$ cat config.mk
export PLATFORM = sky130hd
export DESIGN_NAME = dag_circ_gen
export DESIGN_NICKNAME = d
export VERILOG_FILES = /design/src/rtl/dag_pkg.sv /design/src/rtl/dag_mod_add.sv /design/src/rtl/dag_circ_gen.sv
export SDC_FILE = /design/constraint.sdc
export NUM_CORES = 2
export LEC_CHECK = 0
export ABC_AREA = 0
export ABC_CLOCK_PERIOD_IN_PS = 14800
export CAP_MARGIN = 20
export CORE_MARGIN = 1.5
export CORE_UTILIZATION = 40
export DETAILED_ROUTE_END_ITERATION = 12
export PLACE_DENSITY = 0.6
export SYNTH_ARGS = -nofsm -noshare
export SYNTH_HDL_FRONTEND = slang
export SYNTH_SLANG_ARGS = --single-unit
export TNS_END_PERCENT = 5
$ cat constraint.sdc
create_clock -name clk -period 14.8 [get_ports clk]
set_input_delay 1.48 -clock clk [delete_from_list [all_inputs] [get_ports clk]]
set_output_delay 1.48 -clock clk [all_outputs]
set_load 0.01 [all_outputs]
$ cat src/rtl/dag_pkg.sv
// dag_pkg: shared encodings for the dual data address generator.
// Register-type codes, generator-select codes and a register-address builder.
// The address layout is {type[1:0], dag, idx}.
package dag_pkg;

  // Register type codes (top two bits of a register address)
  localparam logic [1:0] DG_I = 2'b00;
  localparam logic [1:0] DG_M = 2'b01;
  localparam logic [1:0] DG_L = 2'b10;
  localparam logic [1:0] DG_B = 2'b11;

  // Generator select
  localparam logic DG_DM = 1'b0;
  localparam logic DG_PM = 1'b1;

  // Builds {typ, dag, idx} for an index field that is idx_w bits wide.
  function automatic int unsigned dg_reg_addr(input logic [1:0] typ, input logic dag,
                                              input int unsigned idx, input int unsigned idx_w);
    return (int'(typ) << (idx_w + 1)) | (int'(dag) << idx_w) | idx;
  endfunction

endpackage

$ cat src/rtl/dag_mod_add.sv
// dag_mod_add: combinational circular adder producing the post-modify index.
// Ports: i, m, l, b (index, modify, length, base) in; nxt out.
// L = 0 gives a plain wrap-at-2^W add; otherwise the result stays in [B, B+L).
module dag_mod_add #(
  parameter int ADDR_W = 16
) (
  input  logic [ADDR_W-1:0] i,
  input  logic [ADDR_W-1:0] m,
  input  logic [ADDR_W-1:0] l,
  input  logic [ADDR_W-1:0] b,
  output logic [ADDR_W-1:0] nxt
);

  // Carry bits are kept so the upper-bound compare works at ADDR_W+1 bits.
  logic [ADDR_W:0] sum_w;
  logic [ADDR_W:0] top_w;
  logic [ADDR_W-1:0] sum;

  assign sum_w = {1'b0, i} + {1'b0, m};
  assign top_w = {1'b0, b} + {1'b0, l};
  assign sum   = sum_w[ADDR_W-1:0];

  always_comb begin
    nxt = sum;
    if (l != '0) begin
      if (!m[ADDR_W-1]) begin
        if (sum_w >= top_w) nxt = sum - l;
      end else begin
        // Negative modify: the truncated sum is the wrapped-back index.
        if (sum < b) nxt = sum + l;
      end
    end
  end

endmodule

$ cat src/rtl/dag_circ_gen.sv
// dag_circ_gen: dual (DM/PM) data address generator with I/M/L/B banks.
// Inputs: ps_* request and register-access controls, bc_dt_out bus write data.
// Outputs: dg_bc_dt (combinational read), dg_dm_add/vld and dg_pm_add/vld (registered).
module dag_circ_gen
  import dag_pkg::*;
#(
  parameter int ADDR_W = 16,
  parameter int NREG   = 8,
  parameter int IDX_W  = $clog2(NREG),
  parameter int RA_W   = 3 + IDX_W
) (
  input  logic              clk,
  input  logic              rst_n,
  input  logic              ps_dg_en,
  input  logic              ps_dg_dgsclt,
  input  logic              ps_dg_mdfy,
  input  logic [IDX_W-1:0]  ps_dg_iadd,
  input  logic [IDX_W-1:0]  ps_dg_madd,
  input  logic              ps_dg_wrt_en,
  input  logic [RA_W-1:0]   ps_dg_wrt_add,
  input  logic [RA_W-1:0]   ps_dg_rd_add,
  input  logic [ADDR_W-1:0] bc_dt_out,
  output logic [ADDR_W-1:0] dg_bc_dt,
  output logic [ADDR_W-1:0] dg_dm_add,
  output logic              dg_dm_vld,
  output logic [ADDR_W-1:0] dg_pm_add,
  output logic              dg_pm_vld
);

  logic [ADDR_W-1:0] i_reg [2][NREG];
  logic [ADDR_W-1:0] m_reg [2][NREG];
  logic [ADDR_W-1:0] l_reg [2][NREG];
  logic [ADDR_W-1:0] b_reg [2][NREG];

  // Register-address field decode
  logic [1:0]       wr_typ, rd_typ;
  logic             wr_dag, rd_dag;
  logic [IDX_W-1:0] wr_idx, rd_idx;

  assign wr_typ = ps_dg_wrt_add[RA_W-1 -: 2];
  assign wr_dag = ps_dg_wrt_add[IDX_W];
  assign wr_idx = ps_dg_wrt_add[IDX_W-1:0];
  assign rd_typ = ps_dg_rd_add[RA_W-1 -: 2];
  assign rd_dag = ps_dg_rd_add[IDX_W];
  assign rd_idx = ps_dg_rd_add[IDX_W-1:0];

  // Per-generator operands and results; the request reads pre-write values.
  logic [ADDR_W-1:0] cur_i [2];
  logic [ADDR_W-1:0] cur_m [2];
  logic [ADDR_W-1:0] nxt_i [2];
  logic [ADDR_W-1:0] req_add [2];

  for (genvar g = 0; g < 2; g++) begin : g_gen
    assign cur_i[g]   = i_reg[g][ps_dg_iadd];
    assign cur_m[g]   = m_reg[g][ps_dg_madd];
    assign req_add[g] = ps_dg_mdfy ? (cur_i[g] + cur_m[g]) : cur_i[g];

    dag_mod_add #(.ADDR_W(ADDR_W)) u_mod_add (
      .i   (cur_i[g]),
      .m   (cur_m[g]),
      .l   (l_reg[g][ps_dg_iadd]),
      .b   (b_reg[g][ps_dg_iadd]),
      .nxt (nxt_i[g])
    );
  end

  // Register banks: the bus write is issued after the modify update so it wins.
  always_ff @(posedge clk or negedge rst_n) begin
    if (!rst_n) begin
      for (int g = 0; g < 2; g++) begin
        for (int k = 0; k < NREG; k++) begin
          i_reg[g][k] <= '0;
          m_reg[g][k] <= '0;
          l_reg[g][k] <= '0;
          b_reg[g][k] <= '0;
        end
      end
    end else begin
      if (ps_dg_en && !ps_dg_mdfy)
        i_reg[ps_dg_dgsclt][ps_dg_iadd] <= nxt_i[ps_dg_dgsclt];
      if (ps_dg_wrt_en) begin
        case (wr_typ)
          DG_I: i_reg[wr_dag][wr_idx] <= bc_dt_out;
          DG_M: m_reg[wr_dag][wr_idx] <= bc_dt_out;
          DG_L: l_reg[wr_dag][wr_idx] <= bc_dt_out;
          default: begin
            // Loading a base also restarts the index at that base.
            b_reg[wr_dag][wr_idx] <= bc_dt_out;
            i_reg[wr_dag][wr_idx] <= bc_dt_out;
          end
        endcase
      end
    end
  end

  // Address outputs; the idle generator holds its address and drops valid.
  always_ff @(posedge clk or negedge rst_n) begin
    if (!rst_n) begin
      dg_dm_add <= '0;
      dg_dm_vld <= 1'b0;
      dg_pm_add <= '0;
      dg_pm_vld <= 1'b0;
    end else begin
      dg_dm_vld <= ps_dg_en && (ps_dg_dgsclt == DG_DM);
      dg_pm_vld <= ps_dg_en && (ps_dg_dgsclt == DG_PM);
      if (ps_dg_en && (ps_dg_dgsclt == DG_DM)) dg_dm_add <= req_add[0];
      if (ps_dg_en && (ps_dg_dgsclt == DG_PM)) dg_pm_add <= req_add[1];
    end
  end

  // Bus read with write bypass, including a B write seen through the matching I.
  always_comb begin
    case (rd_typ)
      DG_I:    dg_bc_dt = i_reg[rd_dag][rd_idx];
      DG_M:    dg_bc_dt = m_reg[rd_dag][rd_idx];
      DG_L:    dg_bc_dt = l_reg[rd_dag][rd_idx];
      default: dg_bc_dt = b_reg[rd_dag][rd_idx];
    endcase
    if (ps_dg_wrt_en && (ps_dg_wrt_add == ps_dg_rd_add))
      dg_bc_dt = bc_dt_out;
    else if (ps_dg_wrt_en && (wr_typ == DG_B) && (rd_typ == DG_I) &&
             (wr_dag == rd_dag) && (wr_idx == rd_idx))
      dg_bc_dt = bc_dt_out;
  end

endmodule

==> run_results.csv <==
group,metric,value,unit
setup_path,cp_slowest_stage_delay,1.00,ns
global_routing,antenna_found_initial,24,
power,peakVddDrop,136,uV
sta,fmax,0.104,GHz
sta,max_slew_margin,0.0207,
setup_path,crit_slowest_cell,"o22ai_1",
synthesis,synth-seq-cells,1058,
drt,remaining_drc_errors,0,
drt,first_pass_iters,8,
drt,avgRoutedWirePerCell,34.7,um
synthesis,synthTopCellsByArea,"dfrtp_1, mux2_2, mux4_2",
min_path,whs_path_depth,2,
cts,cts_tree,"yes",
floorplan,num_rows,148,
floorplan,die_w,409,um
synthesis,synth_ff_type,"dfrtp_1",
floorplan,ios,90,
cts,ctsHoldBuffers,0,
placement,placed_area,0.0691,sq mm
setup_path,critical_path_class,"input pin to register",
global_routing,grt_first_pass_wirelength,386000,um
synthesis,synth_area_leader_cell,"dfrtp_1",
synthesis,yosys_warnings,0,
sta,hold_viol,0,
global_routing,grt_pass1_vias,51036,
cts,cts-htree-levels,3,
synthesis,syn_area_per_cell,11.7,sq um
sta,tightest_slew,1.45,ns
min_path,hp-class,"register to register",
floorplan,dieArea,0.167,sq mm
setup_path,cp_cell_sequence,"buf_6, buf_12, nand2_1, nor2_4, buf_4, a22oi_1, nand3_1, ha_1, a21o_1, a31oi_1, inv_1, a21oi_1, o21bai_1, a21oi_1, xor2_1, inv_1, ha_1, a21o_1, o2111ai_1, a21oi_1, or3_1, or3_1, o22ai_1, o31a_1",
drt,ant_nets,0,
setup_path,r2r_end,"i_reg[176]",
global_routing,gr-total-overflow,0,
floorplan,initial_core_util,0.403,
cts,post_cts_buffers,0,
global_routing,grt_max_degree,188,
cts,worstSkewPairLatency,0.80,ns
cts,clock_path_buffers,3,
synthesis,synth_area,0.0658,sq mm
min_path,worstHoldEndpoint,"dg_pm_add[14]",
layout,nets,5764,
synthesis,synth.distinct_cells,103,
layout,area_growth,11.4,%
power,p_leak,32.0,nW
sta,period_share,0.651,
drt,routed_wirelength,271000,um
run_status,status,"complete, no violations",
cts,cts_sinks,1058,
sta,finClkSkew,0.0720,ns
setup_path,end_kind,"register",
cts,cts_made_buffers,118,
synthesis,synth_nets,5844,
sta,setup_viol,0,
synthesis,synth_edf_count,0,
drt,viasPerCell,6.69,
synthesis,syn_inst,5611,
drt,routed-via-count,52240,
placement,gp_congestion,1.04,
setup_path,ff2ff_setup_slack,7.09,ns
synthesis,seq_area_frac_synth,0.402,
floorplan,core_area,0.163,sq mm
sta,tns,0,ns
setup_path,cp.arrival,10.32,ns
setup_path,cp_max_fo,76,
setup_path,crit_start,"ps_dg_iadd[1]",
setup_path,crit_path_frequent_cell,"a21oi_1",
drt,drt_iter0_markers,7398,
setup_path,worstSetupStartpointType,"input pin",
synthesis,netlist.area_leader.share,0.402,
setup_path,reg2reg_depth,23,
placement,dp_hpwl,184000,um
power,powerDensity,182,mW/mm^2
global_routing,grt_usage,0.320,
synthesis,async_reset_ff_frac,1.00,
layout,post-route-cell-area,0.0733,sq mm
cts,clkSlewWorstSetupHoldPaths,0.06,ns
setup_path,r2r-start,"i_reg[160]",
sta,rsz0062_at_grt,"no",
placement,io_buffers,89,
setup_path,cp.required,15.49,ns
sta,fin_crit,9.63,ns
cts,ctsResizeCount,0,
cts,cts-root-buf,"clkbuf_16",
layout,drive_gt1_frac,0.320,
min_path,min_from,"dg_pm_add[14]",
run,maxCapViolCount,0,
floorplan,die_h,409,um
sta,slew_violations,0,
[layout by cell type, fill, tap and decap left out, types with 63 or more instances in the layout]
master / instances
clkbuf_16: 118
xnor2_1: 63
inv_1: 123
a221oi_1: 74
nand2_1: 355
a21o_1: 78
a22oi_1: 186
nor2_1: 198
ha_1: 185
a21oi_1: 274
buf_4: 184
mux2i_1: 98
mux4_2: 413
mux2_2: 846
o21a_1: 68
o21ai_0: 314
dfrtp_1: 1058
[power breakdown]
| part | internal, mW | leakage, nW | switching (mW) |
|---|---|---|---|
| combinational | 2.37 | 16.2 | 3.64 |
| clock | 1.82 | 2.03 | 1.32 |
| sequential | 3.55 | 13.8 | 0.682 |
[critical path: cells and delay by family]
| kind | cells | cell delay, ns |
|---|---|---|
| adders and majority gates | 2 | 0.79 |
| and+or+nand+nor | 5 | 2.59 |
| AOI/OAI and AO/OA | 11 | 3.00 |
| xor gates and xnor gates | 1 | 0.51 |
| buffers and inverters | 5 | 1.76 |
[layout make-up]
cell class                      count  area (sq um)
Inverter                          129           484
Fill cell                       14923         89800
Antenna cell                        9          22.5
Timing Repair Buffer              280          2320
Tap cell                         2175          2720
Clock buffer                      172          3470
Sequential cell                  1058         26500
Multi-Input combinational cell   3944         37200
Clock inverter                     46           643
[cells in the mapped netlist (78+ instances only)]
cell / n
a21o_1: 78
a21oi_1: 274
a22oi_1: 186
clkbuf_1: 378
dfrtp_1: 1058
ha_1: 185
inv_1: 123
mux2_2: 846
mux2i_1: 100
mux4_2: 413
nand2_1: 355
nor2_1: 226
o21ai_0: 315
[cell families after synthesis]
| kind of cell | share of synthesized area |
|---|---|
| simple gates | 0.0645 |
| xor+xnor | 0.0135 |
| buf+inv | 0.0370 |
| compound gates | 0.141 |
| fa+ha+maj | 0.0376 |
| mux | 0.304 |
| flops | 0.402 |
[per-layer routing]
metal	wire [um]	track usage	share of wire	vias to the layer above
met5	221	0.00115	0.00082	-
met4	21200	0.211	0.078	20
met3	33200	0.0993	0.12	787
met2	112000	0.448	0.41	3377
met1	105000	0.424	0.39	26810
li1	-	-	-	21246
[how the worst max path moves through the flow]
stage / endpoint / cells after the start
2_1_floorplan: i_reg[105] / 35
3_3_place_gp: i_reg[92] / 29
3_5_place_dp: i_reg[208] / 25
4_1_cts: i_reg[176] / 25
5_1_grt: i_reg[208] / 25
6_report: i_reg[74] / 24
[stage by stage]
stage | hold slack, ns | util | cells | power [mW] | setup slack [ns]
after detailed placement | 0.469 | 0.424 | 7580 | 10.0 | 4.73
after global routing | 0.507 | 0.449 | 7804 | 13.9 | 5.02
final | 0.476 | 0.449 | 7813 | 13.4 | 5.17
after floorplan | 0.487 | - | 5611 | 7.78 | 6.47
after global placement | 0.463 | 0.423 | 7577 | 9.94 | 4.87
after CTS | 0.482 | 0.449 | 7798 | 13.2 | 5.53
Power figures use the tool's default switching activity.
